==> config.mk <==
export PLATFORM = sky130hd
export DESIGN_NAME = issue_hazard_ctrl_flat
export DESIGN_NICKNAME = d
export VERILOG_FILES = /design/src/rtl/issue_hazard_ctrl_if.sv /design/src/rtl/issue_hazard_ctrl.sv /design/src/flat_wrapper.sv
export SDC_FILE = /design/constraint.sdc
export NUM_CORES = 1
export LEC_CHECK = 0
export CAP_MARGIN = 15
export CORE_UTILIZATION = 60
export CTS_CLUSTER_SIZE = 20
export DETAILED_ROUTE_END_ITERATION = 6
export DONT_BUFFER_PORTS = 1
export PLACE_DENSITY_LB_ADDON = 0.08
export SYNTH_ARGS = -nofsm -noshare
export SYNTH_HDL_FRONTEND = slang
export SYNTH_SLANG_ARGS = --single-unit
==> constraint.sdc <==
create_clock -name i_clk -period 3.8 [get_ports i_clk]
set_input_delay 0.57 -clock i_clk [delete_from_list [all_inputs] [get_ports i_clk]]
set_output_delay 0.57 -clock i_clk [all_outputs]
set_load 0.03 [all_outputs]
==> src/rtl/issue_hazard_ctrl_if.sv <==
// Fetch/writeback/decoder signal bundle for the issue-stage hazard controller.
interface issue_hazard_ctrl_if;
  logic        if_valid;
  logic [31:0] if_instr;
  logic        if_ready;
  logic [37:0] wb_bus;
  logic [32:0] dec_instr;
  logic [31:0] busy_map;
  logic [3:0]  inflight;
  logic [15:0] stall_cnt;

  modport master (
    output if_valid, if_instr, wb_bus,
    input  if_ready, dec_instr, busy_map, inflight, stall_cnt
  );

  modport slave (
    input  if_valid, if_instr, wb_bus,
    output if_ready, dec_instr, busy_map, inflight, stall_cnt
  );
endinterface

==> src/rtl/issue_hazard_ctrl.sv <==
// Issue-stage scoreboard: blocks RAW/WAW hazards and caps in-flight writes,
// feeding the decoder either the issued instruction or a bubble.
module issue_hazard_ctrl #(
  parameter int unsigned MAX_INFL = 4
) (
  input logic                 i_clk,
  input logic                 i_rst_n,
  issue_hazard_ctrl_if.slave  io_bus
);

  localparam logic [32:0] Bubble = {1'b1, 32'h0};

  logic [32:0] r_dec_instr;
  logic [31:0] r_busy;
  logic [3:0]  r_inflight;
  logic [15:0] r_stall_cnt;

  logic [5:0]  w_opc;
  logic [4:0]  w_rs, w_rt, w_rd, w_dest, w_wb_addr;
  logic        w_rtype, w_rt_dest, w_rs_used, w_rt_used, w_dest_vld;
  logic        w_hazard, w_issue, w_set, w_clr, w_stall;
  logic [31:0] w_set_vec, w_clr_vec;
  logic        w_unused_wb;

  assign w_opc     = io_bus.if_instr[31:26];
  assign w_rs      = io_bus.if_instr[25:21];
  assign w_rt      = io_bus.if_instr[20:16];
  assign w_rd      = io_bus.if_instr[15:11];
  assign w_wb_addr = io_bus.wb_bus[4:0];
  assign w_unused_wb = ^io_bus.wb_bus[36:5];

  always_comb begin
    w_rtype   = 1'b0;
    w_rt_dest = 1'b0;
    case (w_opc)
      6'b000000, 6'b000001, 6'b000101, 6'b000110,
      6'b000111, 6'b000011, 6'b000100: w_rtype   = 1'b1;
      6'b001011, 6'b000010, 6'b100011: w_rt_dest = 1'b1;
      default: ;
    endcase
  end

  assign w_rs_used  = (w_opc != 6'b000010);
  assign w_rt_used  = w_rtype | (w_opc == 6'b101011);
  assign w_dest     = w_rtype ? w_rd : w_rt;
  assign w_dest_vld = (w_rtype | w_rt_dest) & (w_dest != 5'd0);

  // Only registered state feeds the hazard check; wb_bus never reaches if_ready.
  assign w_hazard = (w_rs_used  & (w_rs != 5'd0) & r_busy[w_rs])
                  | (w_rt_used  & (w_rt != 5'd0) & r_busy[w_rt])
                  | (w_dest_vld & r_busy[w_dest])
                  | (w_dest_vld & (r_inflight == 4'(MAX_INFL)));

  assign w_issue = io_bus.if_valid & ~w_hazard;
  assign w_stall = io_bus.if_valid & w_hazard;
  assign w_set   = w_issue & w_dest_vld;
  assign w_clr   = io_bus.wb_bus[37] & (w_wb_addr != 5'd0) & r_busy[w_wb_addr];

  assign w_set_vec = w_set ? (32'h1 << w_dest)    : 32'h0;
  assign w_clr_vec = w_clr ? (32'h1 << w_wb_addr) : 32'h0;

  always_ff @(posedge i_clk or negedge i_rst_n) begin
    if (!i_rst_n) begin
      r_dec_instr <= Bubble;
      r_busy      <= 32'h0;
      r_inflight  <= 4'd0;
      r_stall_cnt <= 16'h0;
    end else begin
      r_dec_instr <= w_issue ? {1'b0, io_bus.if_instr} : Bubble;
      r_busy      <= (r_busy & ~w_clr_vec) | w_set_vec;
      if (w_set && !w_clr) begin
        r_inflight <= r_inflight + 4'd1;
      end else if (!w_set && w_clr) begin
        r_inflight <= r_inflight - 4'd1;
      end
      if (w_stall && (r_stall_cnt != 16'hFFFF)) begin
        r_stall_cnt <= r_stall_cnt + 16'd1;
      end
    end
  end

  assign io_bus.if_ready  = w_issue;
  assign io_bus.dec_instr = r_dec_instr;
  assign io_bus.busy_map  = r_busy;
  assign io_bus.inflight  = r_inflight;
  assign io_bus.stall_cnt = r_stall_cnt;

endmodule
==> src/flat_wrapper.sv <==
// flat-port wrapper written by rule: the top's interface ports become plain ports
module issue_hazard_ctrl_flat 
#(
  parameter int unsigned MAX_INFL = 4
)
  (i_clk, i_rst_n, io_bus_if_valid, io_bus_if_instr, io_bus_wb_bus, io_bus_if_ready, io_bus_dec_instr, io_bus_busy_map, io_bus_inflight, io_bus_stall_cnt);
  issue_hazard_ctrl_if io_bus_i ();
  input logic i_clk;
  input logic i_rst_n;
  input wire logic [$bits(io_bus_i.if_valid)-1:0] io_bus_if_valid;
  input wire logic [$bits(io_bus_i.if_instr)-1:0] io_bus_if_instr;
  input wire logic [$bits(io_bus_i.wb_bus)-1:0] io_bus_wb_bus;
  output wire logic [$bits(io_bus_i.if_ready)-1:0] io_bus_if_ready;
  output wire logic [$bits(io_bus_i.dec_instr)-1:0] io_bus_dec_instr;
  output wire logic [$bits(io_bus_i.busy_map)-1:0] io_bus_busy_map;
  output wire logic [$bits(io_bus_i.inflight)-1:0] io_bus_inflight;
  output wire logic [$bits(io_bus_i.stall_cnt)-1:0] io_bus_stall_cnt;
  assign io_bus_i.if_valid = io_bus_if_valid;
  assign io_bus_i.if_instr = io_bus_if_instr;
  assign io_bus_i.wb_bus = io_bus_wb_bus;
  assign io_bus_if_ready = io_bus_i.if_ready;
  assign io_bus_dec_instr = io_bus_i.dec_instr;
  assign io_bus_busy_map = io_bus_i.busy_map;
  assign io_bus_inflight = io_bus_i.inflight;
  assign io_bus_stall_cnt = io_bus_i.stall_cnt;
  issue_hazard_ctrl #(.MAX_INFL(MAX_INFL)) u_core (.i_clk(i_clk), .i_rst_n(i_rst_n), .io_bus(io_bus_i));
endmodule
=== After elaboration in Yosys (flattened, before gate mapping) ===
Index checks and enable logic that the tools add are counted.

* Add/subtract/negate cells: 3
* $mul: 0
* Div/mod/pow operators: 0
* Order comparisons: 4
* Equality and inequality tests: 13
* Shifts and indexed selects: 2
* Mux-type cells: 16
* Bitwise logic cells: 21
* Reductions and logical operators: 13

{| class="wikitable"
|+ Operator list
! kind !! number
|-
| 32-bit two-way mux || 2
|-
| 1-bit by 5-bit left shift with 32-bit output (first input constant) || 2
|-
| 33-bit two-way mux || 1
|-
| 32-bit bitwise AND || 1
|-
| 32-bit NOT || 1
|-
| 32-bit bitwise OR || 1
|-
| 6-bit by 3-bit == test with 1-bit output (second input constant) || 4
|-
| 5-bit by 6-bit less-than comparator with 1-bit output (second input constant) || 4
|-
| 1-bit binary-select mux with 5-bit select || 4
|-
| 5-bit nonzero test || 4
|-
| 16-bit by 1-bit adder with 16-bit output (second input constant) || 1
|-
| 16-bit != test (second input constant) || 1
|-
| 1-bit bitwise AND || 12
|-
| 6-bit by 2-bit == test with 1-bit output (second input constant) || 2
|-
| 6-bit == test (second input constant) || 2
|-
| 4-bit two-way mux || 2
|-
| 7-bit OR reduction || 1
|-
| 6-bit by 1-bit == test with 1-bit output (second input constant) || 1
|-
| 6-bit by 4-bit == test with 1-bit output (second input constant) || 1
|-
| 6-bit zero test || 1
|-
| 1-bit two-way mux || 6
|-
| 6-bit by 2-bit != test with 1-bit output (second input constant) || 1
|-
| 5-bit two-way mux || 1
|-
| 1-bit bitwise OR || 5
|-
| other kinds (8) || 11
|}

* Flip-flop bits (word level): 85
* Bits in latches: 0
* RAM bits: 0
* Bits in read-only memories: 0
* Memories kept: 0

=== Depth between registers and ports, before layout ===
* Depth after elaboration: 16
* Mapped depth: 20

=== Worst setup path before layout ===
OpenSTA, ideal clock, no wires.

* Path type: input to register
* From: input port io_bus_if_instr[28]
* To: register u_core.r_inflight[3] (netlist: u_core.io_bus.inflight[3])
* Setup time: 0.135 ns
* Data arrival time: 4.197 ns
* Required time: 3.665 ns
* Slack: -0.533 ns
* Cell stages on the path: 19
* Buffers on the path: 2
* Path through: or3b_2 clkbuf_1 nand2_1 mux2i_2 nand2b_4 o21a_4 and4b_4 nor4_2 buf_4 inv_2 nor2_1 ha_1 inv_1 ha_1 a21o_1 a21oi_1 xnor2_1 nor2_1 xor2_1

* Word-level cells in the longest chain between the ends: 15

{| class="wikitable"
|+ RTL lines
! element !! line !! text
|-
| start: declaration || flat_wrapper.sv:11 || <nowiki>input wire logic [$bits(io_bus_i.if_instr)-1:0] io_bus_if_instr;</nowiki>
|-
| 6-bit by 1-bit == test with 1-bit output (tied with other cells) || issue_hazard_ctrl.sv:35 || <nowiki>case (w_opc)</nowiki>
|-
| 7-bit OR reduction || issue_hazard_ctrl.sv:35 ||
|-
| 1-bit two-way mux || issue_hazard_ctrl.sv:35 ||
|-
| 5-bit two-way mux / 1-bit bitwise OR (equally long branches) || issue_hazard_ctrl.sv:45, issue_hazard_ctrl.sv:44 ||
|-
| 1-bit binary-select mux with 5-bit select (tied with other cells) || issue_hazard_ctrl.sv:51 || <nowiki>| (w_dest_vld & r_busy[w_dest])</nowiki>
|-
| 1-bit two-way mux (implied by the code) (tied with other cells) || issue_hazard_ctrl.sv:51 ||
|-
| 1-bit bitwise AND / 1-bit bitwise OR (equally long branches) || issue_hazard_ctrl.sv:51, issue_hazard_ctrl.sv:50 ||
|-
| 1-bit bitwise OR || issue_hazard_ctrl.sv:51 ||
|-
| 1-bit bitwise OR || issue_hazard_ctrl.sv:52 || <nowiki>| (w_dest_vld & (r_inflight == 4'(MAX_INFL)));</nowiki>
|-
| 1-bit NOT || issue_hazard_ctrl.sv:54 || <nowiki>assign w_issue = io_bus.if_valid & ~w_hazard;</nowiki>
|-
| 1-bit bitwise AND || issue_hazard_ctrl.sv:54 ||
|-
| 1-bit bitwise AND * || issue_hazard_ctrl.sv:56 || <nowiki>assign w_set = w_issue & w_dest_vld;</nowiki>
|-
| 1-bit zero test || issue_hazard_ctrl.sv:73 || <nowiki>end else if (!w_set && w_clr) begin</nowiki>
|-
| 1-bit logical AND || issue_hazard_ctrl.sv:73 ||
|-
| 2-bit nonzero test (no source line) || n/a ||
|-
| end signal: assignment || issue_hazard_ctrl.sv:72 || <nowiki>r_inflight <= r_inflight + 4'd1;</nowiki>
|-
| end signal: assignment || issue_hazard_ctrl.sv:74 || <nowiki>r_inflight <= r_inflight - 4'd1;</nowiki>
|-
| end: declaration || issue_hazard_ctrl.sv:15 || <nowiki>logic [3:0] r_inflight;</nowiki>
|}

Mark *: on every way between the ends. The rest lies on a longest branch, timed or not. The select of a mux whose other input is x is not followed.
A chain may end at the register's enable or synchronous reset.

=== Final worst setup path ===
* From: input port io_bus_if_instr[29]
* To: output port io_bus_if_ready

* Word-level cells in the longest chain between the ends: 11

{| class="wikitable"
|+ RTL lines
! element !! line !! text
|-
| 6-bit by 1-bit == test with 1-bit output (tied with other cells) || issue_hazard_ctrl.sv:35 ||
|-
| 7-bit OR reduction || issue_hazard_ctrl.sv:35 ||
|-
| 1-bit two-way mux || issue_hazard_ctrl.sv:35 ||
|-
| 5-bit two-way mux / 1-bit bitwise OR (equally long branches) || issue_hazard_ctrl.sv:45, issue_hazard_ctrl.sv:44 ||
|-
| 1-bit binary-select mux with 5-bit select (tied with other cells) || issue_hazard_ctrl.sv:51 ||
|-
| 1-bit two-way mux (implied by the code) (tied with other cells) || issue_hazard_ctrl.sv:51 ||
|-
| 1-bit bitwise AND / 1-bit bitwise OR (equally long branches) || issue_hazard_ctrl.sv:51, issue_hazard_ctrl.sv:50 ||
|-
| 1-bit bitwise OR || issue_hazard_ctrl.sv:51 ||
|-
| 1-bit bitwise OR * || issue_hazard_ctrl.sv:52 ||
|-
| 1-bit NOT * || issue_hazard_ctrl.sv:54 ||
|-
| 1-bit bitwise AND * || issue_hazard_ctrl.sv:54 ||
|-
| end: declaration || flat_wrapper.sv:13 || <nowiki>output wire logic [$bits(io_bus_i.if_ready)-1:0] io_bus_if_ready;</nowiki>
|}

Marks and branches as above.

==> flow_summary_export.csv <==
group,metric,value,unit
die,die_area,0.00842,mm^2
cts,cts_buffers,9,
status,status,"finished, final reports clean",
sta,setup_viol,0,
grt,grt_max_degree,85,
final_layout,nets,585,
critical_path,cp.required,3.23,ns
die,die_y,91.8,um
logic_synthesis,yosys_most_used_dff,"dfrtp_1",
final_layout,multi_input_area,0.00267,mm^2
cts,tritoncts,"done",
sta,fin_setup_tns,0,ns
grt,grt_pass1_wl,21500,um
grt,grt_pass1_vias,4005,
cts,clk_pin_slew,0.09,ns
critical_path,cp_max_fo,37,
critical_path,crit_arrival,3.15,ns
placed_design,gp_congestion,0.904,
detailed_routing,vias_per_cell,6.70,
grt,grt_usage,33.6,%
final_layout,syn2layout_area_growth,18.5,%
logic_synthesis,async_flop_share,100,%
critical_path,end_kind,"primary output",
power_and_ir_drop,leakage,2.49,nW
power_and_ir_drop,power-per-cell-area,458,mW/mm^2
power_and_ir_drop,irDropWorstVdd,308,uV
die,coreArea,0.00777,mm^2
sta,timing.final.hold_violations,0,
detailed_routing,drtAntennaViolNets,0,
detailed_routing,drt-initial-drc-count,389,
sta,finClkSkew,0.0143,ns
critical_path,critPathKind,"input port to primary output",
critical_path,slowest_stage,"or4_4",
logic_synthesis,syn_area,0.00484,mm^2
die,start_util,62.3,%
final_layout,final_common_cell,"dfrtp_1",
cts,insertion_delay,0.35,ns
die,io_pins,159,
grt,antenna_found_initial,0,
final_layout,nFillCells,529,
logic_synthesis,synth_edf_count,0,
logic_synthesis,ys_ff_latch,85,
detailed_routing,dr.pass1.iters,5,
critical_path,critPathMaxStageDelay,0.50,ns
detailed_routing,routed-via-count,4112,
detailed_routing,routed_wl,13800,um
run,maxCapViolations,0,
logic_synthesis,synth_fp_nets,526,
grt,grt_overflow,0,
logic_synthesis,netlist_instances,448,
power_and_ir_drop,power,2.63,mW
sta,fin_crit,3.72,ns
placed_design,port_buffers,0,
detailed_routing,drc,0,
cts,clockBufferDepth,2,
cts,htree_levels,3,
cts,cts_num_sinks,85,
final_layout,seq_area,0.00213,mm^2
final_layout,diodes,0,
logic_synthesis,yosys_warnings,0,
hold_path,hp-class,"input port to asynchronous set/reset pin",
cts,cts_root_buf,"clkbuf_8",
final_layout,final_cell_mix,"dfrtp_1, buf_4, o21ai_0",
critical_path,start_kind,"input port",
final_layout,final_util,73.8,%
die,rows,32,
critical_path,critical-path-top-delay-family,"simple AND/OR/NAND/NOR gates",
sta,slew_viol_final,0,
critical_path,critPathBufInv,1,
final_layout,drive_gt1_share,29.9,%
sta,slew-limit-headroom,56.1,%
sta,timing.hold.ws,0.0460,ns
logic_synthesis,ys_types,62,
placed_design,hpwl,10100,um
die,die_w,91.8,um
sta,final_min_period_over_clock_period,97.9,%
sta,max_freq,269,MHz
detailed_routing,wire_per_inst,22.5,um
critical_path,path_cells,"or3_4 -> or4_4 -> and2_4 -> or2_1 -> a211oi_2 -> and4b_4 -> nor4_4 -> buf_4",
logic_synthesis,synth-seq-area-share,44.0,%
logic_synthesis,avgSynthCellArea,10.8,um^2
sta,worstMarginPinSlew,0.651,ns
[metrics by stage]
| stage | cells | cell area (um^2) | setup WS [ns] |
|---|---|---|---|
| detailed placement | 595 | 5450 | -0.242 |
| finish | 614 | 5730 | 0.0793 |
| global placement | 595 | 5450 | -0.184 |
| floorplan | 448 | 4920 | -0.237 |
| global route | 614 | 5730 | -0.0442 |
| CTS | 612 | 5680 | 0.149 |
[final timing paths]
kind / slack (ns) / from / to / depth (start not counted)
max reg2reg: 0.28 / u_core.io_bus.busy_map[10] / u_core.io_bus.inflight[3] / 16
max: 0.08 / io_bus_if_instr[29] / io_bus_if_ready / 8
min: 0.05 / i_rst_n / u_core.io_bus.dec_instr[32] / 0
max in group asynchronous: 3.37 / i_rst_n / u_core.io_bus.busy_map[19] / 1
min reg2reg: 0.63 / u_core.io_bus.busy_map[0] / u_core.io_bus.busy_map[0] / 0
min in group i_clk: 0.34 / io_bus_if_instr[0] / u_core.io_bus.dec_instr[0] / 1
[report_power, final]
| group | switching [mW] | leakage, nW | internal [mW] |
|---|---|---|---|
| clock network | 0.327 | 0.0995 | 0.323 |
| logic | 0.362 | 1.27 | 0.316 |
| registers | 0.283 | 1.12 | 1.02 |
[synth_stat cells (2+ instances only)]
library cell / n / share of area (%)
or2_2: 3 / 0.39
clkbuf_1: 12 / 0.93
xor2_1: 14 / 2.5
buf_2: 8 / 0.83
ha_1: 4 / 1.0
nor3_1: 13 / 1.3
a221oi_1: 2 / 0.36
clkbuf_2: 2 / 0.21
nand3b_1: 5 / 0.78
nor2b_1: 2 / 0.26
o211ai_1: 5 / 0.78
nand3_1: 12 / 1.2
nand4_1: 3 / 0.39
a21o_1: 4 / 0.62
inv_1: 7 / 0.54
mux4_2: 25 / 12
o221ai_1: 4 / 0.72
and3_1: 3 / 0.39
nand2b_1: 10 / 1.3
nand4_4: 2 / 0.88
nor3b_1: 2 / 0.31
o22ai_1: 6 / 0.78
mux2i_1: 7 / 1.4
nor4_1: 5 / 0.65
nand2_1: 19 / 1.5
nor2_1: 22 / 1.7
xnor2_1: 4 / 0.72
or3_1: 2 / 0.26
a21oi_1: 8 / 0.83
nor4b_1: 4 / 0.72
and2_1: 36 / 4.7
mux2_2: 8 / 1.9
o21ai_0: 57 / 5.9
o21ai_1: 17 / 1.8
dfrtp_1: 84 / 43
[routing by layer]
layer	track usage (%)	routed length, um	up-vias	share of wire, %
met4	9.77	206	0	1.5
met2	53.8	6580	280	48
met5	0	0	-	0
met3	9.62	1620	25	12
met1	45.1	5420	2029	39
li1	-	-	1778	-
[kinds of logic (layout without fill, tap and decap cells)]
family	Yosys count	count (layout)	share of synthesized area, %
mux	41	41	15.2
compound gates	114	114	14.3
fa+ha+maj	6	6	1.66
buf+inv	31	95	2.74
simple gates	153	153	18.8
xor+xnor	18	18	3.26
flops	85	85	44.0
[registers in the layout (all words and copies together), names as in the netlist]
register and count:
u_core.io_bus.busy_map 32, u_core.io_bus.stall_cnt 16, u_core.io_bus.dec_instr 33, u_core.io_bus.inflight 4
[timing repair]
action	in CTS	in global routing
hold endpoints to repair	84	0
hold buffers	1	0
setup buffers	0	2
resized for setup	0	9
setup endpoints to repair	0	1
[layout make-up]
| cell class | count | share of cell area (%) |
|---|---|---|
| Clock buffer | 11 | 2.47 |
| Clock inverter | 5 | 1.05 |
| Multi-Input combinational cell | 332 | 46.6 |
| Inverter | 8 | 0.611 |
| Timing Repair Buffer | 71 | 9.87 |
| Sequential cell | 85 | 37.1 |
| Tap cell | 102 | 2.23 |
No activity file was read; power rests on OpenSTA's default activity.
